===== src/rtl/seg7_capture.sv =====
// Seven-segment display capture: debounces a sampled segment pattern, decodes
// each newly accepted digit and queues {err, digit} in a first-word fall-through FIFO.
module seg7_capture #(
  parameter int STABLE_CYCLES = 4,
  parameter int FIFO_DEPTH    = 8
) (
  input  logic       clk,
  input  logic       rst,
  input  logic [6:0] seg_in,
  input  logic       enable,
  input  logic       rd_en,
  output logic [4:0] rd_data,
  output logic       valid,
  output logic       full,
  output logic       overflow,
  output logic [3:0] cur_digit,
  output logic       cur_err,
  output logic [7:0] change_count
);

  localparam int         AW   = $clog2(FIFO_DEPTH);
  localparam logic [3:0] LAST = 4'(STABLE_CYCLES - 1);
  localparam logic [AW:0] ONE   = (AW + 1)'(1);
  localparam logic [AW:0] DEPTH = (AW + 1)'(FIFO_DEPTH);

  typedef enum logic [1:0] {IDLE, SETTLE, STABLE} state_t;

  state_t      state;
  logic [6:0]  sample_q;
  logic [6:0]  candidate;
  logic [6:0]  accepted;
  logic [3:0]  cnt;
  logic        commit;
  logic [4:0]  entry;
  logic        pop;
  logic        wr_ok;
  logic [4:0]  mem [FIFO_DEPTH];
  logic [AW-1:0] wr_ptr;
  logic [AW-1:0] rd_ptr;
  logic [AW:0]   count;

  // Unknown non-blank patterns report err with digit 0.
  function automatic logic [4:0] decode(input logic [6:0] p);
    case (p)
      7'h3F: decode = 5'h00;
      7'h06: decode = 5'h01;
      7'h5B: decode = 5'h02;
      7'h4F: decode = 5'h03;
      7'h66: decode = 5'h04;
      7'h6D: decode = 5'h05;
      7'h7D: decode = 5'h06;
      7'h07: decode = 5'h07;
      7'h7F: decode = 5'h08;
      7'h6F: decode = 5'h09;
      7'h77: decode = 5'h0A;
      7'h7C: decode = 5'h0B;
      7'h39: decode = 5'h0C;
      7'h5E: decode = 5'h0D;
      7'h79: decode = 5'h0E;
      7'h71: decode = 5'h0F;
      default: decode = 5'h10;
    endcase
  endfunction

  always_ff @(posedge clk) sample_q <= seg_in;

  always_comb begin
    entry  = decode(candidate);
    commit = !rst && enable && (state == SETTLE) && (sample_q == candidate) &&
             !(cnt < LAST) && (candidate != 7'h00) && (candidate != accepted);
    valid  = (count != '0);
    full   = (count == DEPTH);
    pop    = rd_en && valid;
    wr_ok  = commit && (!full || pop);
    rd_data = valid ? mem[rd_ptr] : 5'b00000;
  end

  always_ff @(posedge clk) begin
    if (rst) begin
      state        <= IDLE;
      cnt          <= '0;
      candidate    <= '0;
      accepted     <= '0;
      cur_digit    <= '0;
      cur_err      <= 1'b0;
      change_count <= '0;
    end else if (!enable) begin
      state <= IDLE;
    end else begin
      case (state)
        IDLE: begin
          state     <= SETTLE;
          candidate <= sample_q;
          cnt       <= '0;
        end
        SETTLE: begin
          if (sample_q != candidate) begin
            candidate <= sample_q;
            cnt       <= '0;
          end else if (cnt < LAST) begin
            cnt <= cnt + 4'd1;
          end else begin
            state <= STABLE;
            if (commit) begin
              accepted             <= candidate;
              {cur_err, cur_digit} <= entry;
              if (change_count != 8'hFF) change_count <= change_count + 8'd1;
            end
          end
        end
        STABLE: begin
          if (sample_q != candidate) begin
            state     <= SETTLE;
            candidate <= sample_q;
            cnt       <= '0;
          end
        end
        default: state <= IDLE;
      endcase
    end
  end

  // A commit into a full FIFO only lands when the same edge frees a slot.
  always_ff @(posedge clk) begin
    if (rst) begin
      wr_ptr   <= '0;
      rd_ptr   <= '0;
      count    <= '0;
      overflow <= 1'b0;
    end else begin
      if (wr_ok) wr_ptr <= wr_ptr + 1'b1;
      if (pop) rd_ptr <= rd_ptr + 1'b1;
      case ({wr_ok, pop})
        2'b10:   count <= count + ONE;
        2'b01:   count <= count - ONE;
        default: count <= count;
      endcase
      if (commit && !wr_ok) overflow <= 1'b1;
    end
  end

  always_ff @(posedge clk) begin
    if (wr_ok) mem[wr_ptr] <= entry;
  end

endmodule


===== config.mk =====
export PLATFORM = sky130hd
export DESIGN_NAME = seg7_capture
export DESIGN_NICKNAME = d
export VERILOG_FILES = /design/src/rtl/seg7_capture.sv
export SDC_FILE = /design/constraint.sdc
export NUM_CORES = 1
export LEC_CHECK = 0
export ABC_AREA = 0
export CAP_MARGIN = 5
export CORE_MARGIN = 3
export CORE_UTILIZATION = 63
export CTS_CLUSTER_DIAMETER = 60
export DETAILED_ROUTE_END_ITERATION = 7
export HOLD_SLACK_MARGIN = 0.08
export PLACE_DENSITY = 0.85
export SYNTH_ARGS = -nofsm -noshare
export SYNTH_HDL_FRONTEND = slang
export SYNTH_SLANG_ARGS = --single-unit

===== constraint.sdc =====
create_clock -name clk -period 7.9 [get_ports clk]
set_clock_uncertainty 0.15 [all_clocks]
set_input_delay 1.185 -clock clk [delete_from_list [all_inputs] [get_ports clk]]
set_output_delay 1.185 -clock clk [all_outputs]
set_load 0.01 [all_outputs]

==> summary.txt <==
Synth
  • Area fraction in compound gates after synthesis: 8.257%
  • Syn nets: roughly 430
  • Most frequent cells after synthesis: dfxtp_1 (54), nor2_1 (46), edfxtp_1 (40), nand2_1 (23), mux2i_1 (21)
  • Leading post-synthesis cells by cell area: edfxtp_1 (27%), dfxtp_1 (24%), mux4_2 (5.0%)
  • Syn Area/Cell: 10.99 µm²
  • Post-synth EDFFs: 40
  • Largest family of logic cells by synthesized area: simple AND/OR/NAND/NOR gates
  • Cells after Synth: between 400 and 500
  • Mapped Area: 4486 µm²
  • Async SR Flop Fraction: 0%
  • Cell accounting for the most synthesized area: edfxtp_1
  • Synth cell types: 62
  • Post-synthesis register bit count: 94
  • Synth Area in XOR/XNOR: between 4 and 5%
  • Main synth FF type: dfxtp_1
  • Synth Area in Adders: ~3.5%
  • Warnings from Yosys: 0
  • Seq/Total Area, Yosys: 50.88%
  • Synth top area share: 26.78%
  • Count leader, synth: dfxtp_1
  • Simple-gate share of the synthesized area: 18.52%
  • Mux cell area share after synthesis: 9.958%

Finish
  • Final nets: roughly 440
  • Proportion of layout cells with a drive suffix above 1: 9.859%
  • Post-layout util: 72.62%
  • Layout area overhead: 10.60%
  • Post-route cell area: roughly 5000 µm²
  • Ant. Diodes: 0
  • Final non-filler cell total: around 520

CTS
  • Clk sinks: 94
  • Number of post-CTS setup repair buffers: 0
  • CTS resizes: 0
  • CTS root buffer: clkbuf_8
  • H-tree Lvls: 3
  • Max Buffers Root-to-Sink: 2
  • Cts bufs inserted: 9
  • Hold buffers post-CTS: 0
  • CTS tree: done
  • Clock-pin transition on the worst setup and hold timing paths: 0.09 ns
  • Clock latency on the worst-skew pair: 0.35 ns

Min path
  • HP Start: overflow
  • Min-delay worst type: reg -> reg
  • Worst Hold Depth: 2
  • Worst Hold Endpoint: overflow

STA
  • Setup violations, final: 0
  • Fin. Hold Viols: 0
  • Tmin final: 4.136 ns
  • Final setup TNS: 0 ns
  • Slew Limit Fails: 0
  • Achievable clock frequency: about 240 MHz
  • Final worst-path cycle share: 52.36%
  • RSZ-0062 raised after global routing: false
  • Rel. slew slack: 23.77%
  • Worst-Margin Slew: about 1.1 ns

Routing
  • DR pass1 iterations: 4
  • Drt via density: 5.877
  • Vias: slightly above 3000
  • Initial drt markers: 244
  • Wire per inst: 16.19 µm
  • WL final: 8.449 mm
  • Post-DRT Antenna Nets: 0
  • DR DRC count: 0

Global routing
  • GRT overflow: 0
  • Global-route wire length before repair: 14.26 mm
  • Vias in the first global route: 2891
  • Met3 Usage GRT: under 10%
  • Initial antenna violation count: 0
  • Gr usage total: 21.65%
  • Largest net degree at the start of global routing: 54
  • Most used routing layer: met2
  • Grt met1 use: roughly 28%
  • Met2 Use GR: 37.03%

Setup path
  • Flop2flop setup slack: about 4 ns
  • Critical Path Max Stage Delay: 0.90 ns
  • Worst path cell trace: buf_2 -> nand2b_1 -> a31oi_1 -> o21ai_2 -> buf_4 -> nor2_4 -> o21ai_2 -> nor4b_1
  • R2r worst-path depth: 6
  • Reg-to-reg critical path startpoint: candidate[4]
  • Setup CP Type: in -> reg
  • Crit path max-delay cell type: nor4b_1
  • Crit Reg-Reg Endpoint: mem[1][1]
  • Data arrival, critical path: 3.97 ns
  • Critical Path Most Common Cell: o21ai_2
  • Largest driver fanout on the critical path: 53
  • CP Capture Type: flop
  • CP Launch Type: primary input
  • Critical path required time: 7.73 ns

Power and ir drop
  • PwrDens: between 150 and 200 nW/µm²
  • Worst VDD drop: 0.0001710 V
  • Leakage: between 1.5 and 2 nW
  • Tot Pwr: 0.0008523 W

Place
  • Final Wtd Congestion: 0.8156
  • IO buf count: 31
  • Placed cells: 506
  • DP Wirelength: between 5 and 6 mm
  • Post-DP Area: roughly 4800 µm²

Floorplan
  • Initial core utilization: 65.66%
  • Core ar.: about 6800 µm²
  • I/O pins: 32
  • Die W: 90.38 µm
  • Die area: 8169 µm²
  • Row cnt: 30
  • Die Y-Extent: 90.38 µm

Run status
  • Outcome: completed

Run
  • MaxCap Viol Count: 0
==> state kept, by name, summed over array words and instances (netlist names), named ones only <==
name / cells
mem: 40
change_count: 8
accepted: 7
candidate: 7
sample_q: 7
cnt: 4
count: 4
cur_digit: 4
rd_ptr: 3
wr_ptr: 3
state: 2
cur_err: 1
overflow: 1
==> per-stage QoR <==
stage / worst slack [ns] / hold slack (ns)
final: 3.764 / 0.3223
after global routing: 3.507 / 0.3626
after CTS: 3.769 / 0.3324
after detailed placement: 3.410 / 0.3115
after global placement: 3.579 / 0.3047
after floorplan: 4.179 / 0.2840
==> metal layers <==
| layer | vias up | wire length, µm |
|---|---|---|
| met4 | 0 | 142 |
| met1 | 1478 | 3582 |
| li1 | 1496 | - |
| met2 | 81 | 4353 |
| met3 | 13 | 370 |
| met5 | - | 0 |
==> worst max-delay path by stage <==
stage / from / end / slack [ns] / cells after the start
after floorplan: rst / count[3] / 4.18 / 13
after detailed placement: rst / mem[2][1] / 3.41 / 8
after global routing: rst / mem[1][1] / 3.51 / 8
after global placement: rst / mem[2][2] / 3.58 / 8
after CTS: rst / mem[2][3] / 3.77 / 8
final: rst / mem[1][1] / 3.76 / 8
==> report_power, final <==
part / total [W] / switching, W / internal (W)
registers: 0.000519 / 0.0000125 / 0.000507
clock network: 0.000287 / 0.000170 / 0.000117
logic: 0.0000460 / 0.0000254 / 0.0000206
total: 0.000852 / 0.000208 / 0.000644
==> layout make-up <==
cell class / count / area [µm²]
Sequential cell: 94 / 2282
Clock buffer: 9 / 123.9
Inverter: 9 / 33.78
Tap cell: 96 / 120.1
Clock inverter: 7 / 56.30
Fill cell: 481 / 1871
Multi-Input combinational cell: 274 / 2024
Timing Repair Buffer: 33 / 320.3
==> critical path: cells and delay by family <==
kind                   cells  cell delay, ns
AOI/OAI and AO/OA          3            0.45
buffers and inverters      2            0.59
and+or+nand+nor            3            1.72
==> placed cells by master (no fill, tap or decap), types with 3 or more instances in the layout <==
cell type and instances:
and3_1 4, nand4_1 3, clkdlybuf4s50_1 30, inv_1 9, nand2b_1 5, nor3_1 18
a21oi_1 19, nor4_1 4, nand2_1 23, edfxtp_1 40, nor2b_1 4, nor2_1 46
clkinvlp_4 4, xor2_1 10, nand4b_1 4, o21ai_0 11, xnor2_1 15, mux2i_1 21
nor4b_1 5, dfxtp_1 54, mux4_2 10, a21o_1 4, or4_1 3, ha_1 11
clkbuf_8 9, nand3b_1 3, nand3_1 10
==> logic make-up after synthesis <==
logic type / Yosys count
AOI/OAI and AO/OA: 56
and+or+nand+nor: 149
adders and majority gates: 12
buffers and inverters: 40
muxes: 32
xor gates and xnor gates: 25
DFF: 94
No activity file was read; power rests on OpenSTA's default activity.
